**config.mk**
```make
export PLATFORM = sky130hd
export DESIGN_NAME = icache_miss_ctrl_flat
export DESIGN_NICKNAME = d
export VERILOG_FILES = /design/src/rtl/icache_miss_ctrl_if.sv /design/src/rtl/icache_miss_ctrl.sv /design/src/flat_wrapper.sv
export SDC_FILE = /design/constraint.sdc
export NUM_CORES = 1
export LEC_CHECK = 0
export ABC_AREA = 0
export BUFFER_PORTS_ARGS = -buffer_cell sky130_fd_sc_hd__buf_4
export CORE_MARGIN = 5
export CORE_UTILIZATION = 39
export DETAILED_ROUTE_END_ITERATION = 16
export GPL_ROUTABILITY_DRIVEN = 1
export PLACE_DENSITY = 0.88
export SLEW_MARGIN = 20
export SYNTH_ARGS = -nofsm -noshare
export SYNTH_HDL_FRONTEND = slang
export SYNTH_SLANG_ARGS = --single-unit
```
**constraint.sdc**
```tcl
create_clock -name clk -period 1.8 [get_ports clk]
set_input_delay 0.36 -clock clk [delete_from_list [all_inputs] [get_ports clk]]
set_output_delay 0.36 -clock clk [all_outputs]
set_load 0.03 [all_outputs]
```
**src/rtl/icache_miss_ctrl_if.sv**
```systemverilog
// Bundle of fetch, tag/valid array, memory and data-array signals around the
// icache miss controller. The controller uses the slave side; its environment uses master.
interface icache_miss_ctrl_if #(
    parameter int tag_width    = 25,
    parameter int index_width  = 4,
    parameter int offset_width = 3,
    parameter int way          = 2
);
    logic                                      req_valid;
    logic [tag_width-1:0]                      req_tag;
    logic [index_width-1:0]                    req_index;
    logic                                      req_ready;

    logic [index_width-1:0]                    TagV_addr_read;
    logic [tag_width-1:0]                      TagV_din_compare;
    logic [way-1:0]                            hit;
    logic [way-1:0]                            TagV_we;
    logic [index_width-1:0]                    TagV_addr_write;
    logic [tag_width-1:0]                      TagV_din_write;

    logic                                      resp_hit;
    logic                                      resp_way;
    logic                                      refill_done;

    logic                                      mem_rd_req;
    logic [tag_width+index_width+offset_width-1:0] mem_rd_addr;
    logic                                      mem_rd_ready;
    logic                                      mem_rvalid;
    logic [31:0]                               mem_rdata;

    logic [way-1:0]                            data_we;
    logic [index_width+offset_width-3:0]       data_waddr;
    logic [31:0]                               data_wdata;

    modport slave (
        input  req_valid, req_tag, req_index, hit, mem_rd_ready, mem_rvalid, mem_rdata,
        output req_ready, TagV_addr_read, TagV_din_compare, TagV_we, TagV_addr_write,
               TagV_din_write, resp_hit, resp_way, refill_done, mem_rd_req, mem_rd_addr,
               data_we, data_waddr, data_wdata
    );

    modport master (
        output req_valid, req_tag, req_index, hit, mem_rd_ready, mem_rvalid, mem_rdata,
        input  req_ready, TagV_addr_read, TagV_din_compare, TagV_we, TagV_addr_write,
               TagV_din_write, resp_hit, resp_way, refill_done, mem_rd_req, mem_rd_addr,
               data_we, data_waddr, data_wdata
    );
endinterface

```
**src/rtl/icache_miss_ctrl.sv**
```systemverilog
// 2-way icache lookup/refill controller: tag lookup, per-set LRU victim choice,
// word-by-word line refill into the data array, then tag/valid commit.
module icache_miss_ctrl #(
    parameter int tag_width    = 25,
    parameter int index_width  = 4,
    parameter int offset_width = 3,
    parameter int way          = 2
) (
    input logic               clk,
    input logic               rstn,
    icache_miss_ctrl_if.slave bus
);
    localparam int BW   = offset_width - 2;
    localparam int W    = 1 << BW;
    localparam int SETS = 1 << index_width;

    typedef enum logic [2:0] {IDLE, LOOKUP, MISS, REFILL, COMMIT} state_e;

    state_e                 state_q, state_d;
    logic [tag_width-1:0]   tag_q, tag_d;
    logic [index_width-1:0] idx_q, idx_d;
    logic                   victim_q, victim_d;
    logic [BW-1:0]          beat_q, beat_d;
    logic [SETS-1:0]        lru_q, lru_d;

    logic [way-1:0] hit_w;
    logic           any_hit;
    logic           hit_way;
    logic           last_beat;

    assign hit_w     = bus.hit;
    assign any_hit   = |hit_w;
    assign hit_way   = ~hit_w[0];
    assign last_beat = (beat_q == BW'(W - 1));

    always_ff @(posedge clk or negedge rstn) begin
        if (!rstn) begin
            state_q  <= IDLE;
            tag_q    <= '0;
            idx_q    <= '0;
            victim_q <= 1'b0;
            beat_q   <= '0;
            lru_q    <= '0;
        end else begin
            state_q  <= state_d;
            tag_q    <= tag_d;
            idx_q    <= idx_d;
            victim_q <= victim_d;
            beat_q   <= beat_d;
            lru_q    <= lru_d;
        end
    end

    always_comb begin
        state_d  = state_q;
        tag_d    = tag_q;
        idx_d    = idx_q;
        victim_d = victim_q;
        beat_d   = beat_q;
        lru_d    = lru_q;
        unique case (state_q)
            IDLE: if (bus.req_valid) begin
                tag_d   = bus.req_tag;
                idx_d   = bus.req_index;
                state_d = LOOKUP;
            end
            LOOKUP: if (any_hit) begin
                lru_d[idx_q] = ~hit_way;
                state_d      = IDLE;
            end else begin
                victim_d = lru_q[idx_q];
                state_d  = MISS;
            end
            MISS: if (bus.mem_rd_ready) begin
                beat_d  = '0;
                state_d = REFILL;
            end
            REFILL: if (bus.mem_rvalid) begin
                beat_d = beat_q + 1'b1;
                if (last_beat) state_d = COMMIT;
            end
            COMMIT: begin
                lru_d[idx_q] = ~victim_q;
                state_d      = IDLE;
            end
            default: state_d = IDLE;
        endcase
    end

    // Outputs decode the registered state; the hit response and the data-array
    // write track their inputs (hit, mem_rvalid) in the same cycle so the
    // lookup answers in LOOKUP and each beat is written as it arrives.
    always_comb begin
        bus.req_ready        = (state_q == IDLE);
        bus.TagV_addr_read   = idx_q;
        bus.TagV_din_compare = tag_q;
        bus.TagV_we          = '0;
        bus.TagV_addr_write  = idx_q;
        bus.TagV_din_write   = tag_q;
        bus.resp_hit         = 1'b0;
        bus.resp_way         = 1'b0;
        bus.refill_done      = 1'b0;
        bus.mem_rd_req       = 1'b0;
        bus.mem_rd_addr      = {tag_q, idx_q, {offset_width{1'b0}}};
        bus.data_we          = '0;
        bus.data_waddr       = {idx_q, beat_q};
        bus.data_wdata       = rstn ? bus.mem_rdata : 32'h0;
        unique case (state_q)
            IDLE: begin
                // Array read is one cycle, so address it straight from the request.
                bus.TagV_addr_read   = rstn ? bus.req_index : '0;
                bus.TagV_din_compare = rstn ? bus.req_tag : '0;
            end
            LOOKUP: begin
                bus.resp_hit = any_hit;
                bus.resp_way = any_hit & hit_way;
            end
            MISS: bus.mem_rd_req = 1'b1;
            REFILL: bus.data_we[victim_q] = bus.mem_rvalid;
            COMMIT: begin
                bus.TagV_we[victim_q] = 1'b1;
                bus.refill_done       = 1'b1;
                bus.resp_way          = victim_q;
            end
            default: ;
        endcase
    end
endmodule

```
**src/flat_wrapper.sv**
```systemverilog
// flat-port wrapper written by rule: the top's interface ports become plain ports
module icache_miss_ctrl_flat 
#(
    parameter int tag_width    = 25,
    parameter int index_width  = 4,
    parameter int offset_width = 3,
    parameter int way          = 2
)
  (clk, rstn, bus_req_valid, bus_req_tag, bus_req_index, bus_hit, bus_mem_rd_ready, bus_mem_rvalid, bus_mem_rdata, bus_req_ready, bus_TagV_addr_read, bus_TagV_din_compare, bus_TagV_we, bus_TagV_addr_write, bus_TagV_din_write, bus_resp_hit, bus_resp_way, bus_refill_done, bus_mem_rd_req, bus_mem_rd_addr, bus_data_we, bus_data_waddr, bus_data_wdata);
  icache_miss_ctrl_if #(.tag_width(tag_width), .index_width(index_width), .offset_width(offset_width), .way(way)) bus_i ();
  input logic clk;
  input logic rstn;
  input wire logic [$bits(bus_i.req_valid)-1:0] bus_req_valid;
  input wire logic [$bits(bus_i.req_tag)-1:0] bus_req_tag;
  input wire logic [$bits(bus_i.req_index)-1:0] bus_req_index;
  input wire logic [$bits(bus_i.hit)-1:0] bus_hit;
  input wire logic [$bits(bus_i.mem_rd_ready)-1:0] bus_mem_rd_ready;
  input wire logic [$bits(bus_i.mem_rvalid)-1:0] bus_mem_rvalid;
  input wire logic [$bits(bus_i.mem_rdata)-1:0] bus_mem_rdata;
  output wire logic [$bits(bus_i.req_ready)-1:0] bus_req_ready;
  output wire logic [$bits(bus_i.TagV_addr_read)-1:0] bus_TagV_addr_read;
  output wire logic [$bits(bus_i.TagV_din_compare)-1:0] bus_TagV_din_compare;
  output wire logic [$bits(bus_i.TagV_we)-1:0] bus_TagV_we;
  output wire logic [$bits(bus_i.TagV_addr_write)-1:0] bus_TagV_addr_write;
  output wire logic [$bits(bus_i.TagV_din_write)-1:0] bus_TagV_din_write;
  output wire logic [$bits(bus_i.resp_hit)-1:0] bus_resp_hit;
  output wire logic [$bits(bus_i.resp_way)-1:0] bus_resp_way;
  output wire logic [$bits(bus_i.refill_done)-1:0] bus_refill_done;
  output wire logic [$bits(bus_i.mem_rd_req)-1:0] bus_mem_rd_req;
  output wire logic [$bits(bus_i.mem_rd_addr)-1:0] bus_mem_rd_addr;
  output wire logic [$bits(bus_i.data_we)-1:0] bus_data_we;
  output wire logic [$bits(bus_i.data_waddr)-1:0] bus_data_waddr;
  output wire logic [$bits(bus_i.data_wdata)-1:0] bus_data_wdata;
  assign bus_i.req_valid = bus_req_valid;
  assign bus_i.req_tag = bus_req_tag;
  assign bus_i.req_index = bus_req_index;
  assign bus_i.hit = bus_hit;
  assign bus_i.mem_rd_ready = bus_mem_rd_ready;
  assign bus_i.mem_rvalid = bus_mem_rvalid;
  assign bus_i.mem_rdata = bus_mem_rdata;
  assign bus_req_ready = bus_i.req_ready;
  assign bus_TagV_addr_read = bus_i.TagV_addr_read;
  assign bus_TagV_din_compare = bus_i.TagV_din_compare;
  assign bus_TagV_we = bus_i.TagV_we;
  assign bus_TagV_addr_write = bus_i.TagV_addr_write;
  assign bus_TagV_din_write = bus_i.TagV_din_write;
  assign bus_resp_hit = bus_i.resp_hit;
  assign bus_resp_way = bus_i.resp_way;
  assign bus_refill_done = bus_i.refill_done;
  assign bus_mem_rd_req = bus_i.mem_rd_req;
  assign bus_mem_rd_addr = bus_i.mem_rd_addr;
  assign bus_data_we = bus_i.data_we;
  assign bus_data_waddr = bus_i.data_waddr;
  assign bus_data_wdata = bus_i.data_wdata;
  icache_miss_ctrl #(.tag_width(tag_width), .index_width(index_width), .offset_width(offset_width), .way(way)) u_core (.clk(clk), .rstn(rstn), .bus(bus_i));
endmodule
```
==> out/summary.txt <==
Main synth FF type -> dfrtp_1
Worst setup SP type -> flip-flop
DR pass1 iterations -> 4
Vias in the first global route -> 3230
Post-synth EDFFs -> 0
Wirelength per Cell -> 18.2 um
Yosys top cell area share -> 38.5%
RSZ-0062 raised after global routing -> yes
Largest family of logic cells by synthesized area -> simple AND/OR/NAND/NOR gates
Die footprint -> 10300 um2
Critical Path End Type -> output pin
Logic gate share of total power -> 75.3%
DPL Wire Length -> 8.13 mm
Clk buf depth -> 2
Fin crit period -> 2070 ps
DR vias -> 3250
Synth area leader -> dfrtp_1
Register area share after synthesis -> 38.5%
VDD IR max -> 1.22 mV
Vias/cell -> 5.09
Wl on met1 -> 4.10 mm
Core ar. -> 8180 um2
P_sw -> 6.19 mW
Sequential cell area -> 1250 um2
DR iter-0 viols -> 94
CTS sink count -> 50
Kind of critical path -> reg2out
Mapped cell area -> 3250 um2
Max cap viols -> 0
#FFs+latches synth -> 50
Total grt overflow -> 0
Metal2 WL -> 6.57 mm
Asr flop ratio synth -> 100%
Global-route wire length before repair -> 16.2 mm
Total GRT Usage -> 19.8%
Arr. time, crit path -> 1710 ps
CTS tree -> done
Area Growth Syn to Fin -> 72.4%
Worst clock skew -> 1.12 ps
Critical path, cell by cell -> or3_4 -> buf_6 -> nand2_1 -> nand2_2 -> buf_6
Antenna viol nets, final -> 0
H-tree level count -> 2
Synth warnings -> 0
Fin crit share -> 115%
XOR/XNOR Fraction of Synth Area -> 0%
Avg Cell Area, Syn -> 9.21 um2
Setup TNS -> -9760 ps
Initial Utilization -> 39.8%
Main area contributors after synthesis -> dfrtp_1 38%, mux2_2 12%, buf_4 9.2%
Mux contribution to synthesized area -> 18.9%
Share of power burned in registers -> 19.2%
Static Leakage -> 2.71 nW
Final total power -> 12.0 mW
CP max stage cell -> or3_4
Final GP Congestion -> 0.893
Post-Route WL -> 11.7 mm
Clock transition at path regs -> 90 ps
Largest net degree at the start of global routing -> 63
Top cells by count, synth -> 61 x nand2_1, 50 x dfrtp_1, 40 x buf_4
Final hold violation count -> 0
Syn Inst Count -> 353
Post-Place Setup Slack -> -16.5 ps
Top-count cell post-synth -> nand2_1
Initial antenna violation count -> 0
Fmax -> 484 MHz
TritonCTS buffer count -> 5
Switching Share -> 51.7%
Num ports -> 204
Max FO, Critical Path -> 29
Critical path required time -> 1440 ps
Setup violators final -> 83
Final Worst Setup Slack -> -266 ps
DRC -> 0
Die Ht -> 101 um
Worst path max stage delay -> 440 ps
IO Port Bufs -> 200
Post-Synth Adder-Cell Area -> 0%
Hold Crit Class -> in2async
Status -> finished with violations
Clock power share -> 5.5%
Synth Area in Simple Gates -> 27.3%
Nets@finish -> 601
# rows -> 33
Area of the multi-input gates -> 2070 um2
Complex-gate fraction of the synthesized area -> 2.35%
Pint -> 5.79 mW
Clk_lat worst skew -> 290 ps
Crit path top cell by count -> buf_6
Power per cell area -> 2140 nW/um2
Post-synth cell types -> 38
Failing checks -> setup timing
Met3 WL -> 786 um
Final Slew Violations -> 0
Fill cells -> 564
CTS root buf -> clkbuf_8
Share of cells above drive strength 1 -> 67.8%
Antenna fix cells -> 0
Width of the die -> 101 um
Max Used Layer -> met4
Hold_buf cts -> 0
-- state kept, by name, summed over array words and instances, names as in the netlist --
| signal | count |
|---|---|
| u_core.beat_q | 1 |
| u_core.victim_q | 1 |
| u_core.bus.TagV_addr_write | 4 |
| u_core.lru_q | 16 |
| u_core.bus.TagV_din_write | 25 |
| u_core.state_q | 3 |
-- final timing paths --
path	start	depth (start not counted)	end	slack [ps]
max	u_core.state_q[1]	5	bus_TagV_din_compare[21]	-270
min	rstn	2	u_core.lru_q[8]	20
max reg2reg	u_core.state_q[2]	7	u_core.lru_q[5]	-100
min reg2reg	u_core.lru_q[8]	1	u_core.lru_q[8]	510
max in group asynchronous	rstn	2	u_core.bus.TagV_addr_write[0]	1470
min in group clk	bus_req_tag[2]	2	u_core.bus.TagV_din_write[2]	290
-- timing repair --
| item | 4_1_cts | 5_1_grt |
|---|---|---|
| gates resized for setup | 45 | 68 |
| setup endpoints to repair | 35 | 83 |
| pin swaps | 22 | 30 |
| cloned | 1 | 2 |
| setup buffers | 7 | 6 |
-- critical path: cells and delay by family (launching register included) --
family	cells	cell delay [ps]
buffers and inverters	2	360
DFF	1	400
and+or+nand+nor	3	660
-- power groups by stage --
stage | clock, mW | sequential (mW) | combinational (mW)
detailed placement | 0 | 2.28 | 7.54
floorplan | 0 | 2.77 | 4.66
global route | 0.726 | 2.39 | 9.44
CTS | 0.693 | 2.26 | 8.28
global placement | 0 | 2.23 | 7.40
finish | 0.659 | 2.30 | 9.03
-- layout by cell type, fill, tap and decap left out, types with 4 or more instances in the layout --
cell type  netlist  routed
nand2_1         61      32
nor4_2           0       5
clkbuf_8         0       5
mux2i_1          4       4
mux2_4           0      26
buf_12           0       7
nand3_1         31      14
buf_4           40     182
nor4_4           0      11
o21ai_0          4       4
buf_6            1      38
mux2_2          35      18
nand2_2          0      29
inv_1            4       4
nor2_1          10       9
nand2b_1         5       5
and2_1          34      32
dfrtp_1         50      49
nand3_2          0      16
-- stage by stage --
stage	util (%)	std cells	hold slack [ps]	instance area [um2]
6_report	68.5	639	23.0	5600
5_1_grt	68.5	639	32.2	5600
4_1_cts	63.5	633	16.9	5190
3_5_place_dp	59.0	617	347	4820
3_3_place_gp	59.0	617	341	4820
2_1_floorplan	-	355	64.4	3400
-- cell type report --
type | count | share of cell area, %
Timing Repair Buffer | 232 | 36.2
Multi-Input combinational cell | 239 | 37.0
Clock buffer | 6 | 1.30
Clock inverter | 2 | 0.268
Sequential cell | 50 | 22.4
Tap cell | 105 | 2.34
Inverter | 5 | 0.558
-- cells by family after synthesis --
logic type,after synthesis
other,1
buffers and inverters,66
and+or+nand+nor,173
DFF,50
muxes,52
AOI/OAI and AO/OA,11
-- metal layers --
layer / vias to the layer above / global-route usage, %
met5: - / 0
met4: 0 / 4.60
met3: 17 / 3.65
met2: 136 / 38.3
met1: 1586 / 22.1
li1: 1511 / -
(Power assumes the default switching activity.)
